## src/rtl/ps2_scan_decoder.sv

```systemverilog
// Purpose : pops PS/2 Set-2 scan bytes from the receiver FIFO and turns make/break/E0 sequences into key events.
// Latency : one byte per 3 cycles max (IDLE->POP->SETTLE); key_valid pulses the cycle after the POP cycle.
// Backpress: waits on ready=1; overflow=1 stalls everything in IDLE, drops pending prefixes, keeps held key/count.
//
// Ports:
//   clk, clrn            clock, async active-low reset
//   data[7:0], ready     receiver FIFO head byte / non-empty
//   overflow             receiver FIFO overflow flag
//   nextdata_n           active-low pop strobe (one cycle per consumed byte)
//   key_valid            one-cycle event pulse; key_code/ext/release/repeat describe it
//   key_down             level, a key is held
//   ascii[7:0]           lowercase ASCII of key_code (0x00 for extended or unmapped codes)
//   press_count[CNT_W-1:0] new-press counter, wraps
module ps2_scan_decoder #(
    parameter int CNT_W = 8
) (
    input  logic             clk,
    input  logic             clrn,
    input  logic [7:0]       data,
    input  logic             ready,
    input  logic             overflow,
    output logic             nextdata_n,
    output logic             key_valid,
    output logic [7:0]       key_code,
    output logic             key_ext,
    output logic             key_release,
    output logic             key_repeat,
    output logic             key_down,
    output logic [7:0]       ascii,
    output logic [CNT_W-1:0] press_count
);

    typedef enum logic [1:0] {IDLE, POP, SETTLE} state_t;

    state_t     state, state_nxt;
    logic [7:0] byte_r;
    logic       ext_flag, brk_flag;
    logic [8:0] held_code;      // {ext, code} of the key currently held
    logic       pop_en;

    always_comb begin
        state_nxt = state;
        pop_en    = 1'b0;
        if (overflow) begin
            state_nxt = IDLE;
        end else begin
            case (state)
                IDLE:    if (ready) state_nxt = POP;
                POP: begin
                    pop_en    = 1'b1;
                    state_nxt = SETTLE;
                end
                SETTLE:  state_nxt = IDLE;
                default: state_nxt = IDLE;
            endcase
        end
    end

    assign nextdata_n = ~pop_en;

    logic       is_e0, is_f0, is_junk, is_event, same_held;
    logic [8:0] cur_code;

    assign is_e0     = (byte_r == 8'hE0);
    assign is_f0     = (byte_r == 8'hF0);
    // Keyboard status/ack bytes and error codes never describe a key.
    assign is_junk   = (byte_r == 8'hAA) || (byte_r == 8'hFA) || (byte_r == 8'hEE) ||
                       (byte_r == 8'hFE) || (byte_r == 8'h00) || (byte_r == 8'hFF);
    assign is_event  = pop_en && !is_e0 && !is_f0 && !is_junk;
    assign cur_code  = {ext_flag, byte_r};
    assign same_held = key_down && (cur_code == held_code);

    always_ff @(posedge clk or negedge clrn) begin
        if (!clrn) begin
            state       <= IDLE;
            byte_r      <= 8'h00;
            ext_flag    <= 1'b0;
            brk_flag    <= 1'b0;
            held_code   <= 9'h000;
            key_valid   <= 1'b0;
            key_code    <= 8'h00;
            key_ext     <= 1'b0;
            key_release <= 1'b0;
            key_repeat  <= 1'b0;
            key_down    <= 1'b0;
            press_count <= '0;
        end else begin
            state     <= state_nxt;
            key_valid <= is_event;

            if (state == IDLE && ready && !overflow)
                byte_r <= data;

            if (overflow) begin
                ext_flag <= 1'b0;
                brk_flag <= 1'b0;
            end else if (pop_en) begin
                if (is_e0) begin
                    ext_flag <= 1'b1;
                end else if (is_f0) begin
                    brk_flag <= 1'b1;
                end else begin
                    ext_flag <= 1'b0;
                    brk_flag <= 1'b0;
                end
            end

            if (is_event) begin
                key_code    <= byte_r;
                key_ext     <= ext_flag;
                key_release <= brk_flag;
                if (brk_flag) begin
                    key_repeat <= 1'b0;
                    if (same_held)
                        key_down <= 1'b0;
                end else if (same_held) begin
                    // Typematic repeat of the held key is not a new press.
                    key_repeat <= 1'b1;
                end else begin
                    key_repeat  <= 1'b0;
                    key_down    <= 1'b1;
                    held_code   <= cur_code;
                    press_count <= press_count + 1'b1;
                end
            end
        end
    end

    always_comb begin
        ascii = 8'h00;
        if (!key_ext) begin
            case (key_code)
                8'h1C: ascii = 8'h61; 8'h32: ascii = 8'h62; 8'h21: ascii = 8'h63;
                8'h23: ascii = 8'h64; 8'h24: ascii = 8'h65; 8'h2B: ascii = 8'h66;
                8'h34: ascii = 8'h67; 8'h33: ascii = 8'h68; 8'h43: ascii = 8'h69;
                8'h3B: ascii = 8'h6A; 8'h42: ascii = 8'h6B; 8'h4B: ascii = 8'h6C;
                8'h3A: ascii = 8'h6D; 8'h31: ascii = 8'h6E; 8'h44: ascii = 8'h6F;
                8'h4D: ascii = 8'h70; 8'h15: ascii = 8'h71; 8'h2D: ascii = 8'h72;
                8'h1B: ascii = 8'h73; 8'h2C: ascii = 8'h74; 8'h3C: ascii = 8'h75;
                8'h2A: ascii = 8'h76; 8'h1D: ascii = 8'h77; 8'h22: ascii = 8'h78;
                8'h35: ascii = 8'h79; 8'h1A: ascii = 8'h7A;
                8'h45: ascii = 8'h30; 8'h16: ascii = 8'h31; 8'h1E: ascii = 8'h32;
                8'h26: ascii = 8'h33; 8'h25: ascii = 8'h34; 8'h2E: ascii = 8'h35;
                8'h36: ascii = 8'h36; 8'h3D: ascii = 8'h37; 8'h3E: ascii = 8'h38;
                8'h46: ascii = 8'h39;
                8'h29: ascii = 8'h20; 8'h5A: ascii = 8'h0D; 8'h66: ascii = 8'h08;
                default: ascii = 8'h00;
            endcase
        end
    end

endmodule

```

## config.mk

```make
export PLATFORM = sky130hd
export DESIGN_NAME = ps2_scan_decoder
export DESIGN_NICKNAME = d
export VERILOG_FILES = /design/src/rtl/ps2_scan_decoder.sv
export SDC_FILE = /design/constraint.sdc
export NUM_CORES = 1
export LEC_CHECK = 0
export BUFFER_PORTS_ARGS = -buffer_cell sky130_fd_sc_hd__buf_2
export CAP_MARGIN = 10
export CORE_UTILIZATION = 61
export CTS_CLUSTER_SIZE = 28
export DETAILED_ROUTE_END_ITERATION = 8
export PLACE_DENSITY = 0.95
export REMOVE_ABC_BUFFERS = 1
export SYNTH_ARGS = -nofsm -noshare
export SYNTH_HDL_FRONTEND = slang
export SYNTH_SLANG_ARGS = --single-unit
export TNS_END_PERCENT = 50
```

## constraint.sdc

```tcl
create_clock -name clk -period 5.4 [get_ports clk]
set_input_delay 1.35 -clock clk [delete_from_list [all_inputs] [get_ports clk]]
set_output_delay 1.35 -clock clk [all_outputs]
set_load 0.01 [all_outputs]
```

# ---- Word-level counts from Yosys, hierarchy flattened
# Memory sizes are Yosys's and may differ from the RTL's.
# Cells that the tools add are included.
dict set report totals {
  regBits 42
  romBits 896
  input_bits 12
  output_inout_bits 30
  word_cells 73
  memories 1
}
dict set report op_classes {
  n_addsub 1
  n_eq_ne 14
  mux 20
  n_bitwise 3
  reduce_logical 22
}
# memory words width rd rd_ports_with_merged_regs wr line_no
set mem_list {}
lappend mem_list {{(name not given)} 128 7 1 0 0 132} ;# case (key_code)
# op count
set ops {}
lappend ops {{$eq A8 B8 Y1 const B} 7}
lappend ops {{$mux W8} 2}
lappend ops {{$mux W1} 15}
lappend ops {{$eq A9 B9 Y1} 1}
lappend ops {{$add A8 B1 Y8 const B} 1}
lappend ops {{$logic_not A8 Y1} 1}
lappend ops {{$logic_and A1 B1 Y1} 6}
lappend ops {{$ne A3 B3 Y1 const B} 2}
lappend ops {{$reduce_and A3 Y1} 2}
lappend ops {{$logic_or A1 B1 Y1} 5}
lappend ops {{$logic_not A1 Y1} 4}
lappend ops {{$mux W2} 2}
lappend ops {{$ne A2 B2 Y1 const B} 2}
lappend ops {{$pmux W2 S2} 1}
lappend ops {{$reduce_and A2 Y1} 2}
lappend ops {{$not A1 Y1} 3}
lappend ops {{$eq A2 B1 Y1 const B} 1}
lappend ops {{$logic_not A2 Y1} 1}
lappend ops {{$ne A2 B1 Y1 const B} 1}
lappend ops {{$reduce_bool A2 Y1} 1}

# ---- Depth between registers and ports, before layout
dict set report logic_depth {
  word_depth 9
  mapped_depth 8
  ltp_nobuf 7
}

# ---- Worst setup path after synthesis
# OpenSTA, ideal clock, no wires.
dict set report synth_timing {
  path_kind {flip-flop to output port}
  startpoint {reg key_code[1]}
  endpoint {out ascii[2]}
  t_arrival_ns 1.968
  t_required_ns 4.050
  path_slack_ns 2.082
  stages_incl_launch_ff 8
  n_path_buf 0
  path_cell_list {dfrtp_1 -> inv_1 -> ha_1 -> nor2_1 -> or3_1 -> a41oi_1 -> o311ai_1 -> a211oi_1}
}
dict set report synth_between {
  elab_chain_len 3
}
# element line_no
set synth_lines {}
lappend synth_lines {{start: declaration} 24} ;# output logic [7:0] key_code,
lappend synth_lines {{start signal: assignment} 109} ;# key_code <= byte_r;
lappend synth_lines {{$mem_v2 Z128 W7} --}
lappend synth_lines {{$mux W8} 132}
lappend synth_lines {{$mux W8} 131} ;# if (!key_ext) begin
lappend synth_lines {{end: declaration} 29} ;# output logic [7:0] ascii,
# Every way passes these cells.

# ---- Worst setup path after layout
dict set report layout_timing {
  startpoint {reg key_code[1]}
  endpoint {out ascii[0]}
}
# The elaborated chain is that of the path after synthesis.

==> metrics.log <==
INFO  metric timing.rr.end = held_code[0]
INFO  metric worst-endpoint-arrival = between 2 and 3 ns
INFO  metric clock_tree.htree_level_count = 2
INFO  metric detail_route.drc_violations = 0
INFO  metric worst_r2r_start = byte_r[4]
INFO  metric track_usage = between 20% and 30%
INFO  metric rrSetupSlack = between 2 and 3 ns
INFO  metric hold_buffers = 0
INFO  metric route.top_layer_used = met4
INFO  metric timing.slew.headroom = between 30% and 40%
INFO  metric synth.cells.most_frequent = 42 x dfrtp_1, 18 x nor2_1, 17 x nand2_1, 16 x mux2_4, 12 x a21oi_1
INFO  metric insertedDiodeCount = 0
INFO  metric number_of_flip_flops_and_latches_in_the_synthesized_netlist = 42
INFO  metric route.met3.wl = about 480 microns
INFO  metric holdCritPathClass = flip-flop to flip-flop
INFO  metric fp.dieW = around 70 microns
INFO  metric critical_path.startpoint_type = flip-flop
INFO  metric drt-total-wl = 6.25 mm
INFO  metric design.portCount = between 40 and 50
INFO  metric drive_above_1_share = 25.9%
INFO  metric max-clock-path-buffers = 2
INFO  metric worst_hold_path.endpoint = press_count[7]
INFO  metric largest_net_degree_at_the_start_of_global_routing = 43
INFO  metric wl_met1 = between 2 and 3 mm
INFO  metric hold_path_startpoint = press_count[7]
INFO  metric numCtsBuffers = 5
INFO  metric cts_num_sinks = 42
INFO  metric ys_dominant_reg_cell = dfrtp_1
INFO  metric final_setup_violation_count = 0
INFO  metric worst_vdd_rail_ir_drop = roughly 0.00030 V
INFO  metric synth_top_family_by_area = simple AND/OR/NAND/NOR gates
INFO  metric synthXorXnorAreaFrac = under 10%
INFO  metric dieHeight = 68.9 microns
INFO  metric route.vias.total = between 2000 and 2500
INFO  metric synthesized_area_divided_by_synthesized_cell_count = about 10 sq um
INFO  metric worst-slew-pin-transition = between 0.9 and 1 ns
INFO  metric syn_to_final_growth = 9.81%
INFO  metric yosysUniqueCellTypes = 56
INFO  metric placement_rows = 23
INFO  metric synth_edf_count = 0
INFO  metric gate_count_after_technology_mapping = 272
INFO  metric yosysMostFrequentCell = dfrtp_1
INFO  metric ctsRootBufferMaster = clkbuf_8
INFO  metric min_period_over_period = 71.4%
INFO  metric period_minus_slack = 3.86 ns
INFO  metric synth_warnings = 0
INFO  metric synth-compound-area-share = ~14%
INFO  metric fp.dieArea = 4750 sq um
INFO  metric cts_resized = 0
INFO  metric run_status = complete, no violations
INFO  metric worstSetupEndpointType = output port
INFO  metric synthArstFlopShare = between 90% and 100%
INFO  metric grt_first_pass_wirelength = slightly below 10 mm
INFO  metric antenna_violating_nets_post_route = 0
INFO  metric yosys.area.top_type_share = 38.5%
INFO  metric worst_path_fanout_max = 11
INFO  metric detailedRoute.firstPassIterationCount = 5
INFO  metric place.gp.congestion = approximately 0.90
INFO  metric power_density = approximately 480 nW/um^2
INFO  metric final_net_count = between 300 and 400
INFO  metric tritoncts = yes
INFO  metric post_synth_main_area_contributors = dfrtp_1 39%, mux2_4 8.8%, ha_1 4.6%
INFO  metric dr.first_iter.drc_count = approximately 350
INFO  metric postCtsSetupRepairBufs = 0
INFO  metric antenna_found_initial = 0
INFO  metric overflow = 0
INFO  metric power.leakage = approximately 1.4 nW
INFO  metric synth.yosys.seq_area_share = ~39%
INFO  metric crit_type = flip-flop to output port
INFO  metric cts.clk_slew.worst_paths = 0.08 ns
INFO  metric cap_violations = 0
INFO  metric critical_path_required = roughly 4 ns
INFO  metric place.port_buffers = 40
INFO  metric detail_route.vias_per_cell = 6.34
INFO  metric setup-tns-final = 0 ns
INFO  metric worst_skew_pair.late_latency = 0.29 ns
INFO  metric worst-r2r-cell-count = 5
INFO  metric postLayoutCoreUtil = between 70% and 80%
INFO  metric hold_depth = 1
INFO  metric design.core.area = a little over 4000 sq um
INFO  metric first_global_vias = 2000
INFO  metric clock.fmax = about 0.26 GHz
INFO  metric syn-cell-area = 2730 sq um
INFO  metric synth_simple_gate_area_share = 18.8%
INFO  metric dp_hpwl = between 4 and 5 mm
INFO  metric wire_per_inst = between 15 and 20 microns
INFO  metric routed-wl-met2 = about 3 mm
INFO  metric yosys.area_share.adder = under 10%
INFO  metric final_hold_viol_count = 0
INFO  metric effective_utilization_at_floorplan = about two thirds
INFO  metric post-synth-top-area-cell = dfrtp_1
INFO  metric rsz0062_at_grt = false
INFO  metric mux_cell_area_share_after_synthesis = 14.1%
INFO  metric fin_skew = roughly 0.0044 ns
INFO  metric maxSlewViolCount = 0
-- layer usage --
layer,GRT usage [%],vias up
met1,40.0,1047
met2,43.3,119
li1,-,1047
met3,5.59,12
met5,0,-
met4,9.69,0
-- cell families after synthesis --
family          Yosys count
other cells               1
mux                      29
flops                    42
simple gates             92
fa+ha+maj                10
compound gates           55
xor+xnor                 16
buf+inv                  27
-- cell usage in the layout, fill, tap and decap left out, types with 9 or more instances in the layout --
master    count
nand4_1       9
a21oi_1      12
ha_1         10
dfrtp_1      42
mux2_2        9
nor2_1       18
o21ai_0      11
nand2_1      17
nand2b_1     11
xor2_1        9
mux2_4       16
buf_2        40
-- flip-flops by register name, summed over array words and instances, names as in the netlist --
name,flops
held_code,9
byte_r,8
key_code,8
press_count,8
state,2
brk_flag,1
ext_flag,1
key_down,1
key_ext,1
key_release,1
key_repeat,1
key_valid,1
-- critical path, cell delays in order, from the launching register on --
cell	delay, ns
dfrtp_1	0.54
inv_1	0.21
ha_1	0.40
a21o_1	0.16
a21oi_1	0.10
or4_1	0.54
a21oi_1	0.12
buf_2	0.14
-- where the power goes --
| group | leakage, nW | total (W) | internal, W | switching, W |
|---|---|---|---|---|
| clock network | 0.0524 | 0.000241 | 0.000138 | 0.000103 |
| registers | 0.526 | 0.000580 | 0.000394 | 0.000186 |
| logic | 0.806 | 0.000604 | 0.000298 | 0.000306 |
-- final cells by class --
class	count	area, sq um
repair buffers	41	208
flip-flops and latches	42	1050
well taps	50	62.6
fillers	284	1150
clock buffers	7	76.3
clock inverters	1	30.0
inverters	7	26.3
multi-input cells	203	1540
-- worst max path at each step --
| stage | slack, ns | startpoint | to | cells past startpoint |
|---|---|---|---|---|
| 2_1_floorplan | 1.81 | overflow | held_code[0] | 5 |
| 3_3_place_gp | 1.91 | key_code[1] | ascii[0] | 7 |
| 3_5_place_dp | 1.89 | key_code[1] | ascii[2] | 8 |
| 4_1_cts | 1.58 | key_code[1] | ascii[0] | 7 |
| 5_1_grt | 1.28 | key_code[1] | ascii[0] | 7 |
| 6_report | 1.54 | key_code[1] | ascii[0] | 7 |
-- metrics by stage --
| stage | cell area, sq um | std cells | power (W) | hold slack [ns] | setup slack (ns) |
|---|---|---|---|---|---|
| detailed placement | 2890 | 343 | 0.00117 | 0.462 | 1.89 |
| CTS | 3000 | 351 | 0.00142 | 0.473 | 1.58 |
| global route | 3000 | 351 | 0.00152 | 0.526 | 1.28 |
| floorplan | 2620 | 252 | 0.000967 | 0.484 | 1.81 |
| finish | 3000 | 351 | 0.00143 | 0.475 | 1.54 |
| global placement | 2890 | 343 | 0.00115 | 0.454 | 1.91 |
No activity file was read; power rests on OpenSTA's default activity.
